## config.mk

```make
export PLATFORM = sky130hd
export DESIGN_NAME = strobe_conditioner
export DESIGN_NICKNAME = d
export VERILOG_FILES = /design/src/rtl/strobe_conditioner.sv
export SDC_FILE = /design/constraint.sdc
export NUM_CORES = 2
export LEC_CHECK = 0
export CAP_MARGIN = 25
export CORE_MARGIN = 5
export CORE_UTILIZATION = 60
export CTS_CLUSTER_DIAMETER = 150
export CTS_CLUSTER_SIZE = 25
export DETAILED_ROUTE_END_ITERATION = 16
export DONT_BUFFER_PORTS = 1
export MAX_ROUTING_LAYER = met4
export PLACE_DENSITY = 0.84
export SYNTH_ARGS = -nofsm -noshare
export SYNTH_HDL_FRONTEND = slang
export SYNTH_SLANG_ARGS = --single-unit
```

## constraint.sdc

```tcl
create_clock -name clk -period 10.56 [get_ports clk]
set_input_delay 1.584 -clock clk [delete_from_list [all_inputs] [get_ports clk]]
set_output_delay 1.584 -clock clk [all_outputs]
set_load 0.03 [all_outputs]
```

## src/rtl/strobe_conditioner.sv

```systemverilog
// strobe_conditioner: resynchronises asynchronous detector strobes into the
// clk domain and detects the selected edge on each line. Every accepted edge
// produces a one-cycle pulse on strobe_out. Each channel then enters a
// programmable dead time, and edges that arrive during it are counted.
module strobe_conditioner #(
    parameter int N_CHANNELS    = 100,
    parameter int SYNC_STAGES   = 2,
    parameter int HOLDOFF_WIDTH = 8,
    parameter int COUNT_WIDTH   = 16
) (
    input  logic                     clk,
    input  logic                     reset,
    input  logic [N_CHANNELS-1:0]    strobe_in,
    input  logic                     enable,
    input  logic                     edge_select,
    input  logic [HOLDOFF_WIDTH-1:0] holdoff,
    input  logic                     clear_counts,
    output logic [N_CHANNELS-1:0]    strobe_out,
    output logic                     any_strobe,
    output logic [COUNT_WIDTH-1:0]   dropped_count
);

    // The warm-up counter must outlast the synchroniser plus the prev flop.
    // This stops a line that is already high at reset exit from looking like an edge.
    localparam int WARM_MAX = SYNC_STAGES + 1;
    localparam int WARM_W   = ($clog2(WARM_MAX + 1) < 2) ? 2 : $clog2(WARM_MAX + 1);
    localparam logic [WARM_W-1:0] WARM_DONE = WARM_W'(WARM_MAX);

    // The sum is wide enough to hold the current count plus a full popcount.
    // That makes saturation a plain magnitude compare.
    localparam int POP_W = $clog2(N_CHANNELS + 1);
    localparam int SUM_W = ((COUNT_WIDTH > POP_W) ? COUNT_WIDTH : POP_W) + 1;
    localparam logic [SUM_W-1:0] COUNT_MAX = SUM_W'({COUNT_WIDTH{1'b1}});

    logic [SYNC_STAGES-1:0][N_CHANNELS-1:0]    sync_q, sync_d;
    logic [N_CHANNELS-1:0]                     prev_q, prev_d;
    logic [N_CHANNELS-1:0][HOLDOFF_WIDTH-1:0]  ho_q, ho_d;
    logic [WARM_W-1:0]                         warm_q, warm_d;
    logic [N_CHANNELS-1:0]                     strobe_out_q, strobe_out_d;
    logic                                      any_strobe_q, any_strobe_d;
    logic [COUNT_WIDTH-1:0]                    dropped_count_q, dropped_count_d;

    logic                  armed;
    logic [N_CHANNELS-1:0] sync_now;
    logic [N_CHANNELS-1:0] edge_det;
    logic [N_CHANNELS-1:0] live;
    logic [N_CHANNELS-1:0] busy;
    logic [N_CHANNELS-1:0] accept;
    logic [N_CHANNELS-1:0] reject;
    logic [SUM_W-1:0]      pop;
    logic [SUM_W-1:0]      sum;

    // Shift every raw strobe through the synchroniser and remember the last settled level.
    // The chain keeps tracking while disabled, so re-enabling never sees stale state.
    always_comb begin
        sync_d    = '0;
        sync_d[0] = strobe_in;
        for (int s = 1; s < SYNC_STAGES; s++) begin
            sync_d[s] = sync_q[s-1];
        end
        sync_now = sync_q[SYNC_STAGES-1];
        prev_d   = sync_now;
    end

    // Count up after reset until armed, then hold. Detections before that point are discarded.
    always_comb begin
        armed  = (warm_q == WARM_DONE);
        warm_d = armed ? warm_q : (warm_q + WARM_W'(1));
    end

    // Edge detection depends only on the sync/prev pair.
    // Flipping edge_select while the line is stable therefore produces no edge.
    always_comb begin
        edge_det = edge_select ? (~sync_now & prev_q) : (sync_now & ~prev_q);
        live     = edge_det & {N_CHANNELS{armed & enable}};
        busy     = '0;
        for (int i = 0; i < N_CHANNELS; i++) begin
            busy[i] = (ho_q[i] != '0);
        end
        accept = live & ~busy;
        reject = live & busy;
    end

    // Per-channel dead time.
    // holdoff is sampled only when an edge is accepted; the counter then runs down to zero.
    // Disabling the block clears every counter at once.
    always_comb begin
        ho_d = '0;
        for (int i = 0; i < N_CHANNELS; i++) begin
            if (!enable) begin
                ho_d[i] = '0;
            end else if (accept[i]) begin
                ho_d[i] = holdoff;
            end else if (busy[i]) begin
                ho_d[i] = ho_q[i] - HOLDOFF_WIDTH'(1);
            end else begin
                ho_d[i] = '0;
            end
        end
    end

    // Add up this cycle's rejected edges and saturate the diagnostic counter.
    // A clear request beats any drops that arrive in the same cycle.
    always_comb begin
        pop = '0;
        for (int i = 0; i < N_CHANNELS; i++) begin
            pop = pop + SUM_W'(reject[i]);
        end
        sum = SUM_W'(dropped_count_q) + pop;
        if (clear_counts) begin
            dropped_count_d = '0;
        end else if (sum > COUNT_MAX) begin
            dropped_count_d = '1;
        end else begin
            dropped_count_d = sum[COUNT_WIDTH-1:0];
        end
    end

    // Register the pulses so the tagger sees clean, glitch-free strobes.
    always_comb begin
        strobe_out_d = accept;
        any_strobe_d = |accept;
    end

    // All state is cleared asynchronously, so a pulse in flight is dropped on reset.
    always_ff @(posedge clk or negedge reset) begin
        if (!reset) begin
            sync_q          <= '0;
            prev_q          <= '0;
            ho_q            <= '0;
            warm_q          <= '0;
            strobe_out_q    <= '0;
            any_strobe_q    <= 1'b0;
            dropped_count_q <= '0;
        end else begin
            sync_q          <= sync_d;
            prev_q          <= prev_d;
            ho_q            <= ho_d;
            warm_q          <= warm_d;
            strobe_out_q    <= strobe_out_d;
            any_strobe_q    <= any_strobe_d;
            dropped_count_q <= dropped_count_d;
        end
    end

    assign strobe_out    = strobe_out_q;
    assign any_strobe    = any_strobe_q;
    assign dropped_count = dropped_count_q;

endmodule

```

=== Word level (Yosys, flattened, before mapping) ===
Index checks and enable logic that the tools add are counted.

* Register bits: 1219
* Output and inout port bits: 117

* Add/sub/neg operators: 201
* Order comparisons: 1
* Equality and inequality tests: 1
* Muxes and demuxes: 303
* Bitwise operators: 9
* Reduce and logical (&&, ||, !) cells: 101

{| class="wikitable"
|+ Operators with widths
! kind !! count
|-
| 2-to-1 mux 8 bit || 300
|-
| adder 17 x 1 -> 17 bit || 83
|-
| nonzero test 8 bit || 100
|-
| subtractor 8 x 1 -> 8 bit, second input constant || 100
|-
| bitwise AND 100 bit || 5
|-
| NOT 100 bit || 3
|-
| 2-to-1 mux 100 bit || 1
|-
| OR reduction 100 bit || 1
|-
| 2-to-1 mux 16 bit || 2
|-
| adder 16 x 1 -> 17 bit || 1
|-
| adder 16 x 17 -> 17 bit || 1
|-
| > comparator 17 x 16 -> 1 bit, second input constant || 1
|-
| adder 15 x 1 -> 16 bit || 1
|-
| adder 14 x 1 -> 15 bit || 1
|-
| adder 13 x 1 -> 14 bit || 1
|-
| adder 12 x 1 -> 13 bit || 1
|-
| adder 11 x 1 -> 12 bit || 1
|-
| adder 10 x 1 -> 11 bit || 1
|-
| adder 9 x 1 -> 10 bit || 1
|-
| adder 8 x 1 -> 9 bit || 1
|-
| adder 7 x 1 -> 8 bit || 1
|-
| adder 6 x 1 -> 7 bit || 1
|-
| adder 5 x 1 -> 6 bit || 1
|-
| adder 4 x 1 -> 5 bit || 1
|-
| other kinds (6) || 6
|}

=== Depth between registers and ports, before layout ===
* Depth in word-level cells: 108
* Depth in mapped cells: 35
* Gate-level depth less buffers: 30

=== Worst setup path before layout ===
OpenSTA, ideal clock, no wires.

* Path kind: input to register
* Start: input enable
* End: register dropped_count_q[0] (netlist: dropped_count[0])
* Setup time: 133 ps
* Arrival time: 9749 ps
* Path slack: 679 ps
* Cell stages on the path: 31
* Buffers on the path: 7
* Path through: buf_2 > nand2_4 > buf_4 > buf_2 > buf_2 > buf_2 > buf_1 > nor3_1 > fa_1 > inv_1 > fa_1 > inv_1 > fa_1 > inv_1 > fa_1 > inv_1 > fa_1 > inv_1 > fa_1 > fa_1 > fa_1 > fa_1 > fa_1 > inv_1 > fa_1 > a21o_1 > a31o_2 > o311a_1 > o2111ai_1 > clkbuf_1 > a21oi_1

* Word-level cells in the longest chain between the ends: 106

{| class="wikitable"
|+ Ends and longest elaborated chain
! element !! RTL line !! text
|-
| start: declaration || 14 || <nowiki>input logic enable,</nowiki>
|-
| bitwise AND 1 bit * || 75 || <nowiki>live = edge_det & {N_CHANNELS{armed & enable}};</nowiki>
|-
| bitwise AND 100 bit * || 75 ||
|-
| bitwise AND 100 bit * || 81 || <nowiki>reject = live & busy;</nowiki>
|-
| adder 1 x 1 -> 2 bit || 107 || <nowiki>pop = pop + SUM_W'(reject[i]);</nowiki>
|-
| adder 2 x 1 -> 3 bit || 107 ||
|-
| adder 3 x 1 -> 4 bit || 107 ||
|-
| adder 4 x 1 -> 5 bit || 107 ||
|-
| adder 5 x 1 -> 6 bit || 107 ||
|-
| [10 not listed] || n/a ||
|-
| adder 16 x 1 -> 17 bit || 107 ||
|-
| adder 17 x 1 -> 17 bit (82 in a row) || 107 ||
|-
| adder 17 x 1 -> 17 bit * || 107 ||
|-
| adder 16 x 17 -> 17 bit * || 109 || <nowiki>sum = SUM_W'(dropped_count_q) + pop;</nowiki>
|-
| > comparator 17 x 16 -> 1 bit || 112 || <nowiki>end else if (sum > COUNT_MAX) begin</nowiki>
|-
| 2-to-1 mux 16 bit * || 112 ||
|-
| 2-to-1 mux 16 bit * || 110 || <nowiki>if (clear_counts) begin</nowiki>
|-
| named net dropped_count_d[0] || 41 || <nowiki>logic [COUNT_WIDTH-1:0] dropped_count_q, dropped_count_d;</nowiki>
|-
| end signal: assignment || 142 || <nowiki>dropped_count_q <= dropped_count_d;</nowiki>
|-
| end: declaration || 41 ||
|}

Mark *: on every way through the listed nets, which the timed path passes. The rest lies on a longest branch.
A chain may end at the register's enable or synchronous reset.

=== Final worst setup path ===
* Start: input edge_select
* End: register dropped_count_q[11] (netlist: dropped_count[11])

* Word-level cells in the longest chain between the ends: 106

{| class="wikitable"
|+ Ends and longest elaborated chain
! element !! RTL line !! text
|-
| start: declaration || 15 || <nowiki>input logic edge_select,</nowiki>
|-
| 2-to-1 mux 100 bit * || 74 || <nowiki>edge_det = edge_select ? (~sync_now & prev_q) : (sync_now & ~prev_q);</nowiki>
|-
| bitwise AND 100 bit * || 75 ||
|-
| bitwise AND 100 bit * || 81 ||
|-
| adder 1 x 1 -> 2 bit || 107 ||
|-
| adder 2 x 1 -> 3 bit || 107 ||
|-
| adder 3 x 1 -> 4 bit || 107 ||
|-
| adder 4 x 1 -> 5 bit || 107 ||
|-
| adder 5 x 1 -> 6 bit || 107 ||
|-
| [10 not listed] || n/a ||
|-
| adder 16 x 1 -> 17 bit || 107 ||
|-
| adder 17 x 1 -> 17 bit (82 in a row) || 107 ||
|-
| adder 17 x 1 -> 17 bit * || 107 ||
|-
| adder 16 x 17 -> 17 bit * || 109 ||
|-
| > comparator 17 x 16 -> 1 bit || 112 ||
|-
| 2-to-1 mux 16 bit * || 112 ||
|-
| 2-to-1 mux 16 bit * || 110 ||
|-
| named net dropped_count_d[11] || 41 ||
|}

Marked as above.

==> flow_summary.json <==
{
  "cts_made_buffers": 54,
  "critPathLaunchType": "input port",
  "clock-sinks": 1219,
  "skew_ns": 0.0300,
  "ys_ff_latch": 1219,
  "p_int_mw": 12.1,
  "vias": 46100,
  "synth.distinct_cells": 72,
  "seq_power_share_pct": 32.3,
  "fill_cells": 7883,
  "synth_common_cells": "nor2_1, dfrtp_1, a22oi_1, nand2_1, a21oi_1",
  "routed_wl_um": 159000,
  "syn-instance-count": 6363,
  "postPlaceCellArea_um2": 62200,
  "post-synth-top-count-cell": "nor2_1",
  "num_rows": 117,
  "drc": 0,
  "setup_viol": 0,
  "clk_pin_slew_ns": 0.10,
  "cts_hold_buf": 0,
  "status": "finished, final reports clean",
  "post_cts_buffers": 0,
  "path_delay_family": "adder cells",
  "p_sw_mw": 9.45,
  "ir_worst_vdd_uv": 883,
  "drt_iter0_drc": 4785,
  "cts_tree": "built",
  "firstDrtPassIters": 6,
  "tns_ns": 0,
  "rsz0062_at_grt": "false",
  "slowest_stage": "fa_1",
  "clock_latency_ns": 0.71,
  "async_flop_share_pct": 100,
  "syn-cell-area_um2": 61500,
  "hold_violations": 0,
  "dp_hpwl_um": 98600,
  "fin_area_um2": 63900,
  "seq_area_frac_synth_pct": 49.6,
  "grt_max_degree": 1220,
  "path_cells": "or3b_2, a21oi_2, nand2_1, fa_1, fa_1, inv_1, fa_1, inv_1, fa_1, fa_1, fa_1, fa_1, fa_1, fa_1, fa_1, inv_1, fa_1, a21o_1, a31o_2, o311a_1, o2111ai_1, nand2_1, o21ai_0, a21oi_1",
  "ys.flop_type": "dfrtp_1",
  "die-area_um2": 109000,
  "combPwrFrac_pct": 56.5,
  "drv_cap": 0,
  "min_path_type": "reg2reg",
  "drive_above_1_share_pct": 3.25,
  "pin_count": 230,
  "cp_max_fo": 200,
  "crit_buf_inv": 3,
  "core-area_um2": 102000,
  "slew_headroom_pct": 17.9,
  "synth_top_area_share_pct": 49.6,
  "p_clk_share_pct": 11.2,
  "via_per_inst": 6.12,
  "worst_ep_required_time_ns": 11.14,
  "area_growth_pct": 3.92,
  "ant_nets": 0,
  "power.density_nw_per_um2": 338,
  "synth_area_leader_cell": "dfrtp_1",
  "p_sw_share_pct": 43.8,
  "ys_top_cells_by_area": "dfrtp_1, nor2_1, a22oi_1",
  "synth_warnings": 0,
  "post-route-util_pct": 62.8,
  "fin_crit_sh_pct": 87.2,
  "fp.dieH_um": 330,
  "grt_pass1_wl_um": 249000,
  "crit_top_cell": "fa_1",
  "antenna_found_initial": 5,
  "cts_buffer_depth": 3,
  "leakagePower_nw": 29.9,
  "drv_slew": 0,
  "layout.nets": 6591,
  "critPathCaptureType": "flip-flop",
  "place_congestion": 0.908,
  "grt_pass1_vias": 45000,
  "portBuffers": 0,
  "max_stage_delay_ns": 0.59,
  "fmax_mhz": 109,
  "die_x_um": 330,
  "clockRootBuffer": "clkbuf_16",
  "wl_per_cell_um": 21.1,
  "path_class": "in2reg",
  "start_util_pct": 60.4,
  "ctsHtreeMaxLevel": 2,
  "post_synth.cell_area_avg_um2": 9.66,
  "arrival_ns": 9.79,
  "cts.repair.resized": 0,
  "synth_edf_count": 0,
  "gr-total-overflow": 0,
  "synth_nets": 6794,
  "grtUsageTotal_pct": 29.7,
  "worst_pin_slew_ns": 1.23,
  "fin_crit_ns": 9.21
}
-- per-layer routing --
metal  vias to the layer above  track usage (%)  part of all wire [%]  wire length, um
li1                      21000                -                     -                -
met1                     22900             39.9                    41            64500
met2                      1830             45.8                    47            74000
met3                       312             5.75                   9.1            14500
met4                         0             10.2                   3.6             5770
met5                         -                -                     0                0
-- placed cells by master (no fill, tap or decap), types with 6 or more instances in the layout --
| master | instances |
|---|---|
| nor2_1 | 1236 |
| dfrtp_1 | 1219 |
| a22oi_1 | 465 |
| nand2_1 | 425 |
| a21oi_1 | 407 |
| inv_1 | 330 |
| xor2_1 | 266 |
| xnor2_1 | 253 |
| nor3_1 | 235 |
| ha_1 | 227 |
| nor4_1 | 91 |
| fa_1 | 91 |
| nand2b_1 | 86 |
| or3_1 | 69 |
| a31oi_1 | 65 |
| nand3_1 | 62 |
| clkbuf_16 | 57 |
| and3_1 | 55 |
| nand3b_1 | 55 |
| o21ai_0 | 54 |
| and2_1 | 37 |
| or4_1 | 37 |
| buf_4 | 37 |
| nor2b_1 | 34 |
| or3b_2 | 32 |
| nor3b_1 | 24 |
| mux2i_1 | 21 |
| a211oi_1 | 21 |
| o22ai_1 | 16 |
| nor4b_1 | 13 |
| or3b_1 | 12 |
| a311oi_1 | 12 |
| nor4b_2 | 12 |
| o221a_2 | 11 |
| and3b_1 | 8 |
| a21oi_2 | 7 |
| diode_2 | 6 |
| nor3_2 | 6 |
| o21a_1 | 6 |
| buf_16 | 6 |
-- final cells by class --
cell class	instances	area [um2]	share of cell area [%]
repair buffers	47	518	0.811
well taps	1368	1710	2.68
flip-flops and latches	1219	30500	47.8
inverters	332	1250	1.96
clock inverters	1	8.76	0.0137
multi-input cells	4506	28400	44.5
clock buffers	57	1430	2.23
diodes	6	15.0	0.0235
-- power groups by stage --
stage	logic (mW)	registers (mW)	clock network [mW]
finish	12.2	6.98	2.41
global placement	11.4	6.98	0
floorplan	9.93	6.76	0
detailed placement	12.0	7.02	0
CTS	12.1	6.95	2.46
global route	14.0	7.13	2.63
-- registers in the layout, indices dropped and copies added (netlist names) --
register	flops
dropped_count	16
prev_q	100
ho_q	800
prev_d	100
any_strobe	1
strobe_out	100
warm_q	2
sync_d	100
-- final timing paths --
path                       cells past startpoint           endpoint  slack [ns]   startpoint
setup / recovery                              24  dropped_count[11]        1.35  edge_select
hold / removal                                 0         prev_d[62]        0.35  sync_d[162]
setup reg to reg                              27  dropped_count[11]        1.39    ho_q[112]
hold reg to reg                                0         prev_d[62]        0.35  sync_d[162]
max in group asynchronous                      3          ho_q[651]        7.10        reset
min in group asynchronous                      0          ho_q[363]        0.57        reset
-- per-stage QoR --
step           total power, mW  hold slack (ns)  worst slack [ns]  instances
3_5_place_dp              19.0            0.335             0.739       7465
4_1_cts                   21.5            0.353              1.42       7523
5_1_grt                   23.7            0.362              1.04       7535
6_report                  21.6            0.347              1.35       7536
3_3_place_gp              18.4            0.333             0.865       7463
2_1_floorplan             16.7            0.331             0.679       6363
-- worst reg2reg max path: stages (launching register included) --
cell and delay (ns):
dfrtp_1 0.39, inv_1 0.08, ha_1 0.18, or3b_2 0.47
or3_1 0.40, or3_1 0.46, nand2_1 0.14, fa_1 0.42
inv_1 0.14, fa_1 0.46, inv_1 0.11, fa_1 0.50
fa_1 0.55, fa_1 0.52, fa_1 0.53, fa_1 0.52
fa_1 0.53, fa_1 0.59, fa_1 0.20, inv_1 0.05
fa_1 0.39, a21o_1 0.20, a31o_2 0.25, o311a_1 0.33
o2111ai_1 0.30, nand2_1 0.08, o21ai_0 0.19, a21oi_1 0.09
-- logic make-up after synthesis --
| logic type | Yosys count | share of synthesized area [%] |
|---|---|---|
| AO/OA/AOI/OAI | 1091 | 11.4 |
| XOR/XNOR | 519 | 7.40 |
| adder cells (fa/ha/maj) | 318 | 7.59 |
| buffers and inverters | 638 | 4.16 |
| flip-flops | 1219 | 49.6 |
| multiplexers | 22 | 0.360 |
| AND/OR/NAND/NOR | 2556 | 19.4 |
No activity file was read; power rests on OpenSTA's default activity.
